### src/rtl/j1_periph_pkg.sv
// Shared address map, bit positions and channel decode for the J1 peripheral register bank.
package j1_periph_pkg;

   localparam int unsigned CTRL_A     = 0;
   localparam int unsigned STATUS_A   = 1;
   localparam int unsigned CFG_ADDR_A = 2;
   localparam int unsigned CFG_HI_A   = 3;
   localparam int unsigned CFG_LO_A   = 4;
   localparam int unsigned CH_BASE_A  = 8;

   localparam int unsigned CTRL_EN_B    = 0;
   localparam int unsigned CTRL_START_B = 1;

   localparam int unsigned ST_BUSY_B = 0;
   localparam int unsigned ST_REQ_B  = 1;
   localparam int unsigned ST_OVF_B  = 2;

   typedef struct packed {
      logic       valid;
      logic       hi;
      logic [3:0] ch;
   } ch_sel_t;

   // Channel k has its HI word at CH_BASE_A+2k and its LO word at CH_BASE_A+2k+1.
   function automatic ch_sel_t ch_index(input logic [15:0] a, input int unsigned n_ch);
      ch_sel_t     s;
      logic [15:0] off;
      off     = a - 16'(CH_BASE_A);
      s.valid = (a >= 16'(CH_BASE_A)) && (32'(off) < 2 * n_ch);
      s.hi    = ~off[0];
      s.ch    = 4'(off >> 1);
      return s;
   endfunction

endpackage

### src/rtl/j1_cfg_handshake.sv
// Config-write holding register with req/ack handshake and sticky overflow flag.
module j1_cfg_handshake #(
   parameter int unsigned CFG_AW = 8
) (
   input  logic              clk,
   input  logic              rst,
   input  logic              commit,
   input  logic [CFG_AW-1:0] commit_addr,
   input  logic [31:0]       commit_data,
   input  logic              ack,
   input  logic              ovf_clr,
   output logic              req,
   output logic [CFG_AW-1:0] cfg_addr,
   output logic [31:0]       cfg_data,
   output logic              overflow
);

   logic              req_q, req_d;
   logic [CFG_AW-1:0] addr_q, addr_d;
   logic [31:0]       data_q, data_d;
   logic              ovf_q, ovf_d;
   logic              accept;

   // Next-state: a commit coinciding with an accepting ack reloads instead of overflowing.
   always_comb begin
      req_d  = req_q;
      addr_d = addr_q;
      data_d = data_q;
      ovf_d  = ovf_q;
      accept = req_q & ack;
      if (commit && (!req_q || accept)) begin
         req_d  = 1'b1;
         addr_d = commit_addr;
         data_d = commit_data;
      end else if (accept) begin
         req_d = 1'b0;
      end
      if (commit && req_q && !ack) begin
         ovf_d = 1'b1;
      end else if (ovf_clr) begin
         ovf_d = 1'b0;
      end
   end

   // State register.
   always_ff @(posedge clk) begin
      if (rst) begin
         req_q  <= 1'b0;
         addr_q <= '0;
         data_q <= '0;
         ovf_q  <= 1'b0;
      end else begin
         req_q  <= req_d;
         addr_q <= addr_d;
         data_q <= data_d;
         ovf_q  <= ovf_d;
      end
   end

   assign req      = req_q;
   assign cfg_addr = addr_q;
   assign cfg_data = data_q;
   assign overflow = ovf_q;

endmodule

### src/rtl/j1_periph_regbank.sv
// J1-bus peripheral register bank: control, status, config-write port and atomic channel read-back.
module j1_periph_regbank
   import j1_periph_pkg::*;
#(
   parameter int unsigned N_CH   = 5,
   parameter int unsigned ADDR_W = 5,
   parameter int unsigned CFG_AW = 8
) (
   input  logic                 clk,
   input  logic                 rst,
   input  logic                 cs,
   input  logic                 rd,
   input  logic                 wr,
   input  logic [ADDR_W-1:0]    addr,
   input  logic [15:0]          d_in,
   output logic [15:0]          d_out,
   output logic                 en,
   output logic                 start,
   output logic [CFG_AW-1:0]    cfg_addr,
   output logic [31:0]          cfg_data,
   output logic                 cfg_req,
   input  logic                 cfg_ack,
   input  logic                 busy,
   input  logic [32*N_CH-1:0]   ch_data
);

   logic [15:0]       d_out_q, d_out_d;
   logic              en_q, en_d;
   logic              start_q, start_d;
   logic [CFG_AW-1:0] stg_addr_q, stg_addr_d;
   logic [15:0]       stg_hi_q, stg_hi_d;
   logic [15:0]       snap_q, snap_d;
   logic [3:0]        snap_ch_q, snap_ch_d;
   logic              snap_vld_q, snap_vld_d;

   logic              wr_s, rd_s, commit, ovf_clr, overflow;
   logic              is_ctrl, is_status, is_cfg_addr, is_cfg_hi, is_cfg_lo;
   ch_sel_t           sel;
   logic [31:0]       live;

   // Bus decode, register writes and registered read mux; a write strobe masks a coincident read.
   always_comb begin
      wr_s        = cs & wr;
      rd_s        = cs & rd & ~wr_s;
      is_ctrl     = (addr == ADDR_W'(CTRL_A));
      is_status   = (addr == ADDR_W'(STATUS_A));
      is_cfg_addr = (addr == ADDR_W'(CFG_ADDR_A));
      is_cfg_hi   = (addr == ADDR_W'(CFG_HI_A));
      is_cfg_lo   = (addr == ADDR_W'(CFG_LO_A));
      sel         = ch_index(16'(addr), N_CH);
      live        = '0;
      for (int unsigned k = 0; k < N_CH; k++) begin
         if (sel.ch == 4'(k)) live = ch_data[32*k +: 32];
      end

      d_out_d    = d_out_q;
      en_d       = en_q;
      start_d    = 1'b0;
      stg_addr_d = stg_addr_q;
      stg_hi_d   = stg_hi_q;
      snap_d     = snap_q;
      snap_ch_d  = snap_ch_q;
      snap_vld_d = snap_vld_q;
      commit     = wr_s & is_cfg_lo;
      ovf_clr    = rd_s & is_status;

      if (wr_s) begin
         d_out_d = '0;
         if (is_ctrl) begin
            en_d    = d_in[CTRL_EN_B];
            start_d = d_in[CTRL_START_B];
         end
         if (is_cfg_addr) stg_addr_d = d_in[CFG_AW-1:0];
         if (is_cfg_hi)   stg_hi_d   = d_in;
      end else if (rd_s) begin
         d_out_d = '0;
         if (is_status) begin
            d_out_d[ST_BUSY_B] = busy;
            d_out_d[ST_REQ_B]  = cfg_req;
            d_out_d[ST_OVF_B]  = overflow;
         end else if (sel.valid) begin
            if (sel.hi) begin
               d_out_d    = live[31:16];
               snap_d     = live[15:0];
               snap_ch_d  = sel.ch;
               snap_vld_d = 1'b1;
            end else begin
               d_out_d = (snap_vld_q && (snap_ch_q == sel.ch)) ? snap_q : live[15:0];
            end
         end
      end
   end

   // Bank registers.
   always_ff @(posedge clk) begin
      if (rst) begin
         d_out_q    <= '0;
         en_q       <= 1'b0;
         start_q    <= 1'b0;
         stg_addr_q <= '0;
         stg_hi_q   <= '0;
         snap_q     <= '0;
         snap_ch_q  <= '0;
         snap_vld_q <= 1'b0;
      end else begin
         d_out_q    <= d_out_d;
         en_q       <= en_d;
         start_q    <= start_d;
         stg_addr_q <= stg_addr_d;
         stg_hi_q   <= stg_hi_d;
         snap_q     <= snap_d;
         snap_ch_q  <= snap_ch_d;
         snap_vld_q <= snap_vld_d;
      end
   end

   j1_cfg_handshake #(.CFG_AW(CFG_AW)) u_hs (
      .clk         (clk),
      .rst         (rst),
      .commit      (commit),
      .commit_addr (stg_addr_q),
      .commit_data ({stg_hi_q, d_in}),
      .ack         (cfg_ack),
      .ovf_clr     (ovf_clr),
      .req         (cfg_req),
      .cfg_addr    (cfg_addr),
      .cfg_data    (cfg_data),
      .overflow    (overflow)
   );

   assign d_out = d_out_q;
   assign en    = en_q;
   assign start = start_q;

endmodule
### config.mk
export PLATFORM = sky130hd
export DESIGN_NAME = j1_periph_regbank
export DESIGN_NICKNAME = d
export VERILOG_FILES = /design/src/rtl/j1_periph_pkg.sv /design/src/rtl/j1_cfg_handshake.sv /design/src/rtl/j1_periph_regbank.sv
export SDC_FILE = /design/constraint.sdc
export NUM_CORES = 1
export LEC_CHECK = 0
export ABC_CLOCK_PERIOD_IN_PS = 1800
export CAP_MARGIN = 20
export CORE_AREA = 2 2 125 127
export CTS_CLUSTER_DIAMETER = 150
export DETAILED_ROUTE_END_ITERATION = 12
export DIE_AREA = 0 0 127 129
export PLACE_DENSITY = 0.77
export SYNTH_ARGS = -nofsm -noshare
export SYNTH_HDL_FRONTEND = slang
export SYNTH_HIERARCHICAL = 1
export SYNTH_SLANG_ARGS = --single-unit
### constraint.sdc
create_clock -name clk -period 1.8 [get_ports clk]
set_clock_uncertainty 0.05 [all_clocks]
set_input_delay 0.18 -clock clk [delete_from_list [all_inputs] [get_ports clk]]
set_output_delay 0.18 -clock clk [all_outputs]
set_load 0.005 [all_outputs]
==> flow_summary.toml <==
[clock_tree]
insertion_delay_ns = 0.34
clock_sinks = 105
cts.path.max_buffers = 2
cts_root_buf = "clkbuf_16"
htreeDepth = 3
cts_tree = "done"
clk_pin_slew_ns = 0.07
cts_made_buffers = 9

[sta]
worst_slew_pin_slew_ns = 0.441
setup_viol = 0
maxSlewViolCount = 0
rsz0062_at_grt = "true"
hold_viol = 0
relSlewSlack_pct = 70.6
timing.fmax_mhz = 574
finalCritPeriodShare_pct = 96.8
min_period_ns = 1.74

[cells_and_area]
layout_common_cells = "clkdlybuf4s50_1, dfxtp_1, nand2b_1, nor2_1, mux2i_1"
finalNonFillerCells = 1021
n_fill_cell = 1164
register_area_um2 = 2100
drive_above_1_share_pct = 18.4
syn_to_final_growth_pct = 61.8
multi_input_area_um2 = 3480
nNetsFinal = 1016
stdcell_area_um2 = 9340
layout_commonest_cell = "clkdlybuf4s50_1"

[flow_run]
maxCapViolations = 0

[detailed_routing]
wl_um = 18700
firstDrtPassIters = 6
drc = 0
ant_nets = 0
drt_iter0_drc = 293
avgViaCountPerCell = 5.21
vias = 5318
post_drt_wl_per_cell_um = 18.3

[critical_path]
crit_path_cell_trace = "dlygate4sd2_1 > or4_4 > nor3b_4 > nor2b_4 > buf_6 > mux2i_1"
reg2regPathDepth = 6
critical-path-max-stage-delay_ns = 0.56
cp-end-kind = "flip-flop"
critPathArrivalTime_ns = 1.95
crit_cells = 6
critPathLaunchType = "primary input"
crit_family = "simple AND/OR/NAND/NOR gates"
ff2ff_setup_slack_ns = 0.16
slowest_stage = "or4_4"
path_class = "in -> reg"
r2r-end = "d_out[15]"
cp_max_fo = 13
cp_data_required_time_ns = 2.01
crit_start = "addr[3]"
crit_buf_inv = 2
crit_end = "u_hs/cfg_data[22]"
regToRegStartpoint = "snap_ch_q[0]"

[pwr]
clkPwrFrac_pct = 36.3
internal-power_mw = 3.98
leakagePower_nw = 3.35
swShare_pct = 24.8
ir_drop_mv = 0.502
net-switching-power_mw = 1.31
pwr-share-seq_pct = 44.2
pwr_density_cell_nw_per_um2 = 567
power_frac_comb_pct = 19.5
total_power_mw = 5.29

[place]
place_inst = 994
numPortBuffers = 246
hpwl_um = 14200
dpl-instance-area_um2 = 8780
place.gp.congestion = 0.870

[floorplanning]
die_w_um = 127
fp.dieH_um = 129
start_util_pct = 38.5
coreArea_um2 = 15000
rows = 45
ios = 247
dieArea_um2 = 16400

[logic_synthesis]
synth_cell_types = 50
ys_seq_area_share_pct = 36.4
synth_warnings = 6
synth_cells = 543
synth_area_leaders = "dfxtp_1, mux2i_1, mux4_2"
netlist_area_um2 = 5770
synth_nets = 734
async_reset_ff_share_pct = 0
postSynthAreaPerCell_um2 = 10.6
yosysTopAreaCell = "dfxtp_1"
ys_seq_elements = 105
synth_ff_type = "dfxtp_1"
synth_edf_count = 0
synth.top_cell.area_share_pct = 36.4

[run_status]
status = "finished clean"

[global_route]
grt_antenna_before_repair = 3
grt_pass1_vias = 5606
grtUsageTotal_pct = 22.3
overflow = 0
grt_pass1_wl_um = 28600
grt_max_degree = 110

[min_path]
holdCritPathClass = "in -> reg"
cells in the mapped netlist, drive strengths merged (2+ instances only):
cell,n
nor3,2
dfxtp,105
or2,2
nand3,3
a22oi,16
nor2b,20
clkbuf,20
mux4,32
mux2i,67
nor2,69
a211oi,17
nor3b,4
xnor2,3
inv,4
nor4,2
o41ai,15
a21o,2
o21a,2
a221oi,15
ha,3
nand2b,82
buf,26
nand2,18
worst min-delay path by stage:
stage | startpoint | end | slack (ns) | depth (start not counted)
6_report | rst | snap_vld_q | 0.18 | 2
5_1_grt | rst | snap_ch_q[1] | 0.19 | 2
4_1_cts | rst | snap_vld_q | 0.16 | 2
3_5_place_dp | d_out[14] | d_out[14] | 0.40 | 2
3_3_place_gp | d_out[6] | d_out[6] | 0.39 | 2
2_1_floorplan | addr[3] | snap_ch_q[2] | 0.23 | 1
routing by layer:
layer	track usage (%)	wire, um
met1	24.5	7030
met3	5.32	1160
met4	10.3	594
met5	0	0
met2	40.7	9930
cell families (layout without fill, tap and decap cells):
logic type                 after synthesis  count (layout)  share of synthesized area (%)
and+or+nand+nor                        208             208                           19.8
DFF                                    105             105                           36.4
muxes                                   99              99                           24.7
AOI/OAI and AO/OA                       74              74                           11.9
buffers and inverters                   50             337                           5.97
xor gates and xnor gates                 4               4                          0.607
adders and majority gates                3               3                          0.651
other                                    0               3                              0
timing repair:
| item | CTS | global route |
|---|---|---|
| pin swaps | 11 | 3 |
| resized for setup | 24 | 8 |
| hold buffers | 0 | 0 |
| setup buffers | 3 | 2 |
| gates cloned | 2 | 2 |
| endpoints found under the setup margin | 90 | 44 |
sequential cells by signal (all words and copies together), names as in the netlist:
| register | count |
|---|---|
| u_hs/overflow | 1 |
| en | 1 |
| u_hs/req | 1 |
| d_out | 16 |
| start | 1 |
| stg_addr_q | 8 |
| stg_hi_q | 16 |
| snap_ch_q | 4 |
| u_hs/cfg_data | 32 |
| snap_vld_q | 1 |
| snap_q | 16 |
| u_hs/cfg_addr | 8 |
area by class of cell:
class	count	share of cell area, %
clock buffers	10	2.45
diodes	3	0.0804
inverters	4	0.161
multi-input cells	388	37.2
clock inverters	6	0.657
flip-flops and latches	105	22.5
repair buffers	317	34.4
well taps	188	2.52
power groups by stage:
stage               Combinational [mW]  Sequential, mW  Clock, mW
floorplan                        0.388            2.39          0
global placement                 0.981            2.40          0
detailed placement                1.00            2.40          0
CTS                               1.02            2.34       1.97
global route                      1.09            2.34       2.05
finish                            1.03            2.34       1.92
stage by stage:
stage	hold slack [ns]	util, %	setup slack [ns]	TNS (ns)
after detailed placement	0.399	58.7	-0.671	-51.97
final	0.175	62.3	0.0578	0
after floorplan	0.226	-	0.0183	0
after global placement	0.391	58.7	-0.643	-46.80
after global routing	0.186	62.3	-0.0488	-0.0877
after CTS	0.162	61.8	0.0226	0
(Power assumes the default switching activity.)
